===== src/rtl/fetch_stall_ctrl.sv =====
// rtl/fetch_stall_ctrl.sv - instruction fetch controller with freeze/squash/redirect/halt handling
// Drives program memory, tracks the one outstanding read and loads the IF/ID register.
module fetch_stall_ctrl #(
  parameter int                ADDR_W   = 8,
  parameter int                DATA_W   = 32,
  parameter logic [ADDR_W-1:0] RESET_PC = '0,
  parameter logic [DATA_W-1:0] NOP      = '0,
  parameter logic [5:0]        HALT_OP  = 6'b010001
) (
  input  logic              clk,
  input  logic              reset,
  input  logic              stall,
  input  logic              stall_pm,
  input  logic              redirect,
  input  logic [ADDR_W-1:0] redirect_addr,
  output logic [ADDR_W-1:0] pm_addr,
  output logic              pm_rd,
  input  logic [DATA_W-1:0] pm_data,
  output logic [DATA_W-1:0] ir,
  output logic              ir_valid,
  output logic [ADDR_W-1:0] ir_pc,
  output logic              halted
);

  typedef enum logic {ST_RUN, ST_HALTED} state_t;

  state_t              state;
  logic [ADDR_W-1:0]   pc;
  logic                inflight;
  logic [ADDR_W-1:0]   inflight_pc;
  logic                hbuf_vld;
  logic [DATA_W-1:0]   hbuf_data;
  logic [ADDR_W-1:0]   hbuf_pc;

  logic                src_vld;
  logic [DATA_W-1:0]   src_data;
  logic [ADDR_W-1:0]   src_pc;
  logic                src_is_halt;

  assign pm_addr = pc;
  assign pm_rd   = (state == ST_RUN) && !reset && !stall_pm && !redirect;

  // The hold buffer is older than anything arriving on pm_data, so it wins.
  assign src_vld     = hbuf_vld || inflight;
  assign src_data    = hbuf_vld ? hbuf_data : pm_data;
  assign src_pc      = hbuf_vld ? hbuf_pc : inflight_pc;
  assign src_is_halt = (src_data[DATA_W-1 -: 6] == HALT_OP);

  always_ff @(posedge clk) begin
    if (reset) begin
      state       <= ST_RUN;
      pc          <= RESET_PC;
      inflight    <= 1'b0;
      inflight_pc <= '0;
      hbuf_vld    <= 1'b0;
      hbuf_data   <= '0;
      hbuf_pc     <= '0;
      ir          <= NOP;
      ir_valid    <= 1'b0;
      ir_pc       <= '0;
      halted      <= 1'b0;
    end else if (state == ST_HALTED) begin
      ir       <= NOP;
      ir_valid <= 1'b0;
      inflight <= 1'b0;
      hbuf_vld <= 1'b0;
    end else if (redirect) begin
      pc       <= redirect_addr;
      inflight <= 1'b0;
      hbuf_vld <= 1'b0;
      ir       <= NOP;
      ir_valid <= 1'b0;
    end else if (stall_pm) begin
      // Park a response that lands while frozen; no new fetch is issued.
      if (inflight && !hbuf_vld) begin
        hbuf_vld  <= 1'b1;
        hbuf_data <= pm_data;
        hbuf_pc   <= inflight_pc;
      end
      inflight <= 1'b0;
    end else begin
      pc          <= pc + ADDR_W'(1);
      inflight    <= 1'b1;
      inflight_pc <= pc;
      if (src_vld) begin
        ir_pc    <= src_pc;
        hbuf_vld <= 1'b0;
      end
      if (stall || !src_vld) begin
        ir       <= NOP;
        ir_valid <= 1'b0;
      end else begin
        ir       <= src_data;
        ir_valid <= 1'b1;
        if (src_is_halt) begin
          state    <= ST_HALTED;
          halted   <= 1'b1;
          inflight <= 1'b0;
        end
      end
    end
  end

  hbuf_no_overflow: assert property (@(posedge clk) disable iff (reset)
    !(stall_pm && !redirect && hbuf_vld && inflight));

endmodule


===== config.mk =====
export PLATFORM = sky130hd
export DESIGN_NAME = fetch_stall_ctrl
export DESIGN_NICKNAME = d
export VERILOG_FILES = /design/src/rtl/fetch_stall_ctrl.sv
export SDC_FILE = /design/constraint.sdc
export NUM_CORES = 1
export LEC_CHECK = 0
export BUFFER_PORTS_ARGS = -buffer_cell sky130_fd_sc_hd__buf_4
export CAP_MARGIN = 20
export CORE_ASPECT_RATIO = 1.1
export CORE_UTILIZATION = 45
export DETAILED_ROUTE_END_ITERATION = 16
export PLACE_DENSITY = 0.76
export SYNTH_ARGS = -nofsm -noshare
export SYNTH_HDL_FRONTEND = slang
export SYNTH_SLANG_ARGS = --single-unit

===== constraint.sdc =====
create_clock -name clk -period 1.8 [get_ports clk]
set_input_delay 0.27 -clock clk [delete_from_list [all_inputs] [get_ports clk]]
set_output_delay 0.27 -clock clk [all_outputs]
set_load 0.005 [all_outputs]

==> summary.txt, run 1 <==
Route
  • First-pass DRT Iterations: 4
  • DRT Wirelength: between 9000 and 10000 µm
  • # DRC: 0
  • Routed vias: roughly 3600
  • Final ANT Viol Nets: 0
  • 1st-iter DRT viols: ~160
  • Wire length per cell: 13.48 µm
  • DR vias/cell: 5.258

Synthesis
  • Synth Area in XOR/XNOR: 0%
  • #FFs+latches synth: 101
  • Post-synthesis adder-cell area fraction: 0.3091%
  • Post-synth EDFFs: 0
  • Synth area leader: dfxtp_1
  • Synth Area in Compound Gates: 16.88%
  • Synth Area in Simple Gates: approximately 18%
  • Sequential area share after synthesis: between 40% and 50%
  • Synth top area share: 49.95%
  • Synth cell types: 43
  • Mux cell area share after synthesis: 10.17%
  • Syn Inst Count: approximately 480
  • Synth async-reset ratio: 0%
  • Top cells by area, synth: dfxtp_1 50%, nand2_1 13%, mux2i_1 9.9%
  • Syn_nets: 525
  • Ys Warns: 0
  • Largest family of logic cells by synthesized area: simple AND/OR/NAND/NOR gates
  • Mapped cell area: slightly above 0.004 mm²
  • Synth Area per Inst: ~8.5 µm²
  • Prevailing post-synth register cell: dfxtp_1

Pwr
  • Pwr Density: a little over 800 mW/mm²
  • Worst-case vdd ir drop: approximately 0.35 mV
  • Leakage: approximately 1.9 nW
  • Internal power: 3.088 mW
  • Clock Power Share: 35.8%
  • Logic gate share of total power: approximately 7.9%
  • Switching share of total power: 24.40%
  • Seq pwr share: between 50% and 60%
  • P_sw: between 0.9 and 1 mW

Cells and area
  • Post-layout util: between 50 and 60%
  • Share of post-route cells with drive strength above 1: between 20% and 30%
  • Commonest non-fill, non-tap cells in the layout: 140 x nand2_1, 106 x buf_4, 100 x dfxtp_1
  • Non-Filler Cell Area, Final: just over 0.005 mm²
  • Area grow syn2layout: 24.98%
  • Storage cell area: approximately 0.002 mm²
  • # fillers: 778
  • Diode count: 0
  • Multi-input logic area: 0.001856 mm²
  • Most common cell after layout, fill and taps aside: nand2_1
  • Final #Nets: approximately 600
  • Final std cells w/o fill: 678

Timing
  • Min cycle time layout: ~1700 ps
  • Setup Viol. Count Final: 0
  • Pins Over Slew Limit: 0
  • PnR worst setup slack: roughly 130 ps
  • Final period utilization: ~93%
  • RSZ-0062 raised after global routing: no
  • Rel. slew slack: 69.63%
  • Hold Fails Final Rpt: 0
  • Clock skew: between 10 and 15 ps
  • Max Fclk: around 0.6 GHz
  • Worst Tran Pin Value: ~460 ps
  • TNS Setup: 0 ps

Floorplan
  • Num ports: 96
  • Row Count: 35
  • Full die area: 0.009378 mm²
  • Die Ht: 101.5 µm
  • Die width: a little over 90 µm
  • CORE AREA: 0.008539 mm²
  • Initial Util: 47.40%

Placement
  • Gp weighted congestion: a little over 0.8
  • Post-Place Cells: 662
  • Hpwl dp: 6285 µm
  • Pre-CTS WS: approximately 140 ps
  • Port Buffer Count: 95
  • Placement Cell Area: 0.004852 mm²

Clocking
  • Post-cts resize count: 0
  • TritonCTS clock tree: done
  • Clk slew on worst S/H paths: roughly 100 ps
  • CTS Buffer Depth: 2
  • H-tree depth: 3
  • Latest clock arrival within the worst-skew pair: 370 ps
  • CTS buffer count: 9
  • Clk sinks: 101
  • Clk root buf: clkbuf_8
  • Total setup buffers inserted after CTS: 0
  • Hold Buf Count CTS: 0

GRT
  • Gr ovfl total: 0
  • Gr usage total: 20.09%
  • Initial antenna violation count: 0
  • Largest net degree at the start of global routing: 44
  • First-pass GRT wire length: 15060 µm
  • Vias in the first global route: roughly 3300

Min path
  • Hold WC Path Type: in2reg
  • Worst hold path stage count: 3

Worst setup path
  • Crit path capture type: output pin
  • CP Launch Type: flip-flop
  • CP required: about 1500 ps
  • CP Cell Sequence: or3_4 > nor2_2 > buf_4
  • Largest fanout on the critical path: 11
  • Crit-path max cell delay: around 410 ps
  • Critical path class: reg2out
  • Slowest stage cell, crit path: or3_4
  • Reg2reg path depth: 5
  • Critical Path AT: ~1400 ps

Flow run
  • Max-Cap Viols: 0

Run status
  • Status: completed
-- cells in the mapped netlist (3+ instances only) --
master and number:
buf_2 5, or4_1 3, a21oi_1 56, nand3_1 5, buf_6 3, dfxtp_1 101, nand2_1 140, mux2i_1 40
a31oi_1 3, o21ai_0 30, inv_1 5, o21ai_1 9, nor2_1 14, clkbuf_1 25, a211oi_1 8
-- stage by stage --
stage / power (mW) / hold WS, ps
6_report: 4.084 / 149.0
5_1_grt: 4.266 / 128.9
4_1_cts: 4.122 / 139.6
3_5_place_dp: 2.675 / 442.6
3_3_place_gp: 2.665 / 432.2
2_1_floorplan: 2.508 / 406.0
-- cell type report --
class / instances / area share, %
Clock buffer: 9 / 2.449
Clock inverter: 7 / 1.632
Inverter: 5 / 0.3710
Multi-Input combinational cell: 338 / 36.68
Sequential cell: 101 / 40.00
Tap cell: 111 / 2.745
Timing Repair Buffer: 107 / 16.13
-- worst paths after layout --
check                           from                         end  slack (ps)
min                      pm_data[24]  hbuf_data[24]$_SDFFE_PP0P_         150
max reg2reg  pm_addr[0]$_SDFFE_PP0P_     pm_addr[6]$_SDFFE_PP0P_         220
min reg2reg      ir[15]$_SDFFE_PP0N_         ir[15]$_SDFFE_PP0N_         450
max                 state$_SDFF_PP0_                       pm_rd         130
-- routing by layer --
| layer | GRT usage (%) | routed length (µm) | vias up | part of all wire [%] |
|---|---|---|---|---|
| met5 | 0 | 0 | - | 0 |
| met4 | 8.534 | 179 | 0 | 2.0 |
| met3 | 3.679 | 529 | 17 | 5.8 |
| met2 | 33.79 | 4394 | 125 | 48 |
| met1 | 25.36 | 4033 | 1636 | 44 |
| li1 | - | - | 1787 | - |
-- critical path: cells and delay by family, from the launching register on --
kind	cells	cell delay [ps]
flip-flops	1	330
buffers and inverters	1	140
AND/OR/NAND/NOR	2	570
-- sequential cells by signal (all words and copies together) (netlist names) --
name / flops
pm_addr: 8
ir: 32
hbuf_pc: 8
inflight_pc: 8
state: 1
ir_valid: 1
halted: 1
hbuf_vld: 1
hbuf_data: 32
inflight: 1
ir_pc: 8
-- power groups by stage --
stage / combinational, mW / sequential, mW / clock [mW]
6_report: 0.322 / 2.30 / 1.46
5_1_grt: 0.354 / 2.31 / 1.61
3_3_place_gp: 0.315 / 2.35 / 0
2_1_floorplan: 0.163 / 2.35 / 0
4_1_cts: 0.323 / 2.30 / 1.50
3_5_place_dp: 0.322 / 2.35 / 0
-- cells by family (layout without fill, tap and decap cells) --
kind of cell	after synthesis	count (layout)
DFF	101	101
muxes	41	41
and+or+nand+nor	176	176
buffers and inverters	40	128
AOI/OAI and AO/OA	120	120
adders and majority gates	1	1
Power figures use the tool's default switching activity.
==> run 2, diff against run 1 <==
--- a/config.mk
+++ b/config.mk
@@ -5,12 +5,14 @@
 export SDC_FILE = /design/constraint.sdc
 export NUM_CORES = 1
 export LEC_CHECK = 0
+export ABC_AREA = 1
 export BUFFER_PORTS_ARGS = -buffer_cell sky130_fd_sc_hd__buf_4
 export CAP_MARGIN = 20
 export CORE_ASPECT_RATIO = 1.1
 export CORE_UTILIZATION = 45
 export DETAILED_ROUTE_END_ITERATION = 16
-export PLACE_DENSITY = 0.76
+export PLACE_DENSITY = 0.75
+export RECOVER_POWER = 100
 export SYNTH_ARGS = -nofsm -noshare
 export SYNTH_HDL_FRONTEND = slang
 export SYNTH_SLANG_ARGS = --single-unit
==> summary.txt, run 2 <==
Clocking
  • Clk slew on worst S/H paths: 110 ps (was 100 ps)
  • Post-cts resize count: 0 (unchanged)
  • CTS buffer count: 9 (unchanged)
  • CTS Buffer Depth: 2 (unchanged)
  • Clk root buf: clkbuf_8 (unchanged)
  • H-tree depth: 3 (unchanged)
  • Clk sinks: 101 (unchanged)
  • TritonCTS clock tree: done (unchanged)
  • Hold Buf Count CTS: 0 (unchanged)
  • Latest clock arrival within the worst-skew pair: 370 ps (about the same)
  • Total setup buffers inserted after CTS: 0 (unchanged)

Cells and area
  • Share of post-route cells with drive strength above 1: 21.21% (was 23.63%)
  • Storage cell area: 0.002023 mm² (unchanged)
  • Area grow syn2layout: 19.57% (was 24.98%)
  • Non-Filler Cell Area, Final: 0.005152 mm² (was 0.005059 mm²)
  • Post-layout util: 55.10% (was 59.24%)
  • Final #Nets: 654 (was 608)
  • Most common cell after layout, fill and taps aside: dfxtp_1 (was nand2_1)
  • Multi-input logic area: 0.001715 mm² (was 0.001856 mm²)
  • Commonest non-fill, non-tap cells in the layout: 100 x dfxtp_1, 77 x o21ai_0, 76 x nor2_1 (was 140 x nand2_1, 106 x buf_4, 100 x dfxtp_1)
  • Diode count: 0 (unchanged)
  • # fillers: 917 (was 778)
  • Largest regs: hbuf_data x32, ir x32 (unchanged)

Floorplan
  • Die Ht: 104.6 µm (was 101.5 µm)
  • CORE AREA: 0.009351 mm² (was 0.008539 mm²)
  • Row Count: 37 (was 35)
  • Full die area: 0.009971 mm² (was 0.009378 mm²)
  • Num ports: 96 (unchanged)
  • Die width: 95.30 µm (was 92.43 µm)
  • Initial Util: 46.08% (was 47.40%)

Timing
  • Final period utilization: 83.90% (was 92.93%)
  • Worst Tran Pin Value: 541.4 ps (was 455.5 ps)
  • Pins Over Slew Limit: 0 (unchanged)
  • Hold Fails Final Rpt: 0 (unchanged)
  • Max Fclk: 0.6622 GHz (was 0.5978 GHz)
  • Clock skew: 12.58 ps (was 10.79 ps)
  • Hold Slack: 123.7 ps (was 149.0 ps)
  • RSZ-0062 raised after global routing: no (unchanged)
  • Rel. slew slack: 63.90% (was 69.63%)
  • TNS Setup: 0 ps (unchanged)
  • Min cycle time layout: 1510 ps (was 1673 ps)
  • Setup Viol. Count Final: 0 (unchanged)

Synthesis
  • Top cells by area, synth: dfxtp_1 47%, o21ai_0 8.9%, o22ai_2 8.4% (was dfxtp_1 50%, nand2_1 13%, mux2i_1 9.9%)
  • Synth Area in Simple Gates: 14.58% (was 18.27%)
  • Largest family of logic cells by synthesized area: compound AO/OA/AOI/OAI gates (was simple AND/OR/NAND/NOR gates)
  • Synth cell types: 27 (was 43)
  • Sequential area share after synthesis: 46.92% (was 49.95%)
  • Most numerous cell in the Yosys netlist: dfxtp_1 (was nand2_1)
  • Mux cell area share after synthesis: 6.039% (was 10.17%)
  • Post-synthesis adder-cell area fraction: 0.2904% (was 0.3091%)
  • #FFs+latches synth: 101 (unchanged)
  • Synth top area share: 46.92% (was 49.95%)
  • Ys Warns: 0 (unchanged)
  • Mapped cell area: 0.004309 mm² (was 0.004048 mm²)
  • Synth Area in Compound Gates: 22.21% (was 16.88%)
  • Synth area leader: dfxtp_1 (unchanged)
  • Synth Area per Inst: 8.303 µm² (was 8.450 µm²)
  • Synth async-reset ratio: 0% (unchanged)
  • Post-synth EDFFs: 0 (unchanged)
  • Synth top cells by count: 101 x dfxtp_1, 77 x o21ai_0, 74 x nor2_1 (was 140 x nand2_1, 101 x dfxtp_1, 56 x a21oi_1)
  • Prevailing post-synth register cell: dfxtp_1 (unchanged)
  • Syn_nets: 565 (was 525)
  • Synth Area in XOR/XNOR: 0.2033% (was 0%)
  • Syn Inst Count: 519 (was 479)

GRT
  • Vias in the first global route: 3500 (was 3266)
  • Largest net degree at the start of global routing: 62 (was 44)
  • Gr usage total: 19.50% (was 20.09%)
  • Gr ovfl total: 0 (unchanged)
  • First-pass GRT wire length: 15350 µm (was 15060 µm)
  • Initial antenna violation count: 0 (unchanged)

Route
  • DRT Wirelength: 9269 µm (was 9137 µm)
  • # DRC: 0 (unchanged)
  • DR vias/cell: 5.042 (was 5.258)
  • First-pass DRT Iterations: 4 (unchanged)
  • Wire length per cell: 12.70 µm (was 13.48 µm)
  • Final ANT Viol Nets: 0 (unchanged)
  • Routed vias: 3681 (was 3565)
  • 1st-iter DRT viols: 191 (was 161)

Worst setup path
  • Critical Path AT: 1760 ps (was 1400 ps)
  • Crit-path max cell delay: 380 ps (was 410 ps)
  • RR Startpoint: state$_SDFF_PP0_ (was pm_addr[0]$_SDFFE_PP0P_)
  • CP top delay family: compound AO/OA/AOI/OAI gates (was simple AND/OR/NAND/NOR gates)
  • Critical path class: reg2reg (was reg2out)
  • CP Launch Type: flip-flop (unchanged)
  • Slowest stage cell, crit path: dfxtp_1 (was or3_4)
  • Buf+Inv Stages, Crit Path: 1 (unchanged)
  • Crit path capture type: flip-flop (was output pin)
  • Largest fanout on the critical path: 16 (was 11)
  • Reg2reg path depth: 5 (unchanged)
  • Reg2Reg Setup Slack: 290 ps (was 220 ps)
  • CP Cell Sequence: nor2_8 > clkbuf_1 > o21ai_2 > o21ai_0 > a21oi_1 (was or3_4 > nor2_2 > buf_4)
  • Worst r2r dst: ir_pc[1]$_SDFFE_PP0P_ (was pm_addr[6]$_SDFFE_PP0P_)
  • CP required: 2050 ps (was 1530 ps)
  • CP startpoint: state$_SDFF_PP0_ (unchanged)

Min path
  • Hold_sp: pm_data[16] (was pm_data[24])
  • Worst hold path stage count: 3 (unchanged)
  • Hold Path End: hbuf_data[16]$_SDFFE_PP0P_ (was hbuf_data[24]$_SDFFE_PP0P_)
  • Hold WC Path Type: in2reg (unchanged)

Pwr
  • Total design power: 4.172 mW (was 4.084 mW)
  • Worst-case vdd ir drop: 0.3964 mV (was 0.3453 mV)
  • Pwr Density: 809.7 mW/mm² (was 807.4 mW/mm²)
  • Leakage: 2.108 nW (was 1.862 nW)

Placement
  • Port Buffer Count: 95 (unchanged)
  • Placement Cell Area: 0.005132 mm² (was 0.004852 mm²)
  • Hpwl dp: 6425 µm (was 6285 µm)
  • Gp weighted congestion: 0.8018 (was 0.8189)

Flow run
  • Max-Cap Viols: 0 (unchanged)

Run status
  • Status: completed (unchanged)
## run 2: cell count changes after synthesis, moves of 7 or more
cell      before  now
mux2i_1       40   26
o21ai_1        9    0
nor2_1        14   74
nand3_1        5   12
a21oi_1       56   36
a211oi_1       8    0
o22ai_2        1   29
inv_1          5   64
nand2_1      140   54
o21ai_0       30   77
clkbuf_1      25    7
## run 2: worst max path at each step
stage                            end  slack (ps)  depth (start not counted)
2_1_floorplan    ir[10]$_SDFFE_PP0N_         520                          5
3_3_place_gp   ir_pc[3]$_SDFFE_PP0P_         260                          8
3_5_place_dp     ir[22]$_SDFFE_PP0N_         270                          8
4_1_cts                        pm_rd         300                          4
5_1_grt        ir_pc[3]$_SDFFE_PP0P_         100                          5
6_report       ir_pc[1]$_SDFFE_PP0P_         290                          5
## run 2: power breakdown
part	internal (mW)	total, mW	leakage [nW]	switching [mW]
clock	0.662	1.48	0.0944	0.822
combinational	0.171	0.363	1.19	0.192
sequential	2.29	2.33	0.819	0.0387
## run 2: kinds of logic after synthesis
| logic type | Yosys count |
|---|---|
| mux | 26 |
| fa+ha+maj | 1 |
| xor+xnor | 1 |
| flops | 101 |
| simple gates | 148 |
| compound gates | 146 |
| buf+inv | 96 |
## run 2: metal layers
layer | vias to the layer above | track usage [%] | share of wire (%)
met2 | 97 | 32.19 | 48
met3 | 12 | 4.148 | 4.3
met4 | 0 | 8.442 | 2.0
met5 | - | 0 | 0
met1 | 1695 | 24.04 | 46
li1 | 1877 | - | -
## run 2: worst reg2reg max path, delay by kind of cell (launching register included)
family	cells	cell delay [ps]
AOI/OAI and AO/OA	3	570
buffers and inverters	1	310
and+or+nand+nor	1	140
DFF	1	380
## run 2: per-stage QoR
step                std cells  setup slack, ps
floorplan                 519            521.5
global placement          714            259.1
detailed placement        714            269.7
CTS                       730            296.7
global route              730            104.9
finish                    730            289.8
## run 2: layout make-up
type | instances | area share [%]
clock buffers | 9 | 2.404
clock inverters | 7 | 1.578
inverters | 68 | 5.002
multi-input cells | 322 | 33.29
flip-flops and latches | 101 | 39.27
well taps | 117 | 2.841
repair buffers | 106 | 15.61
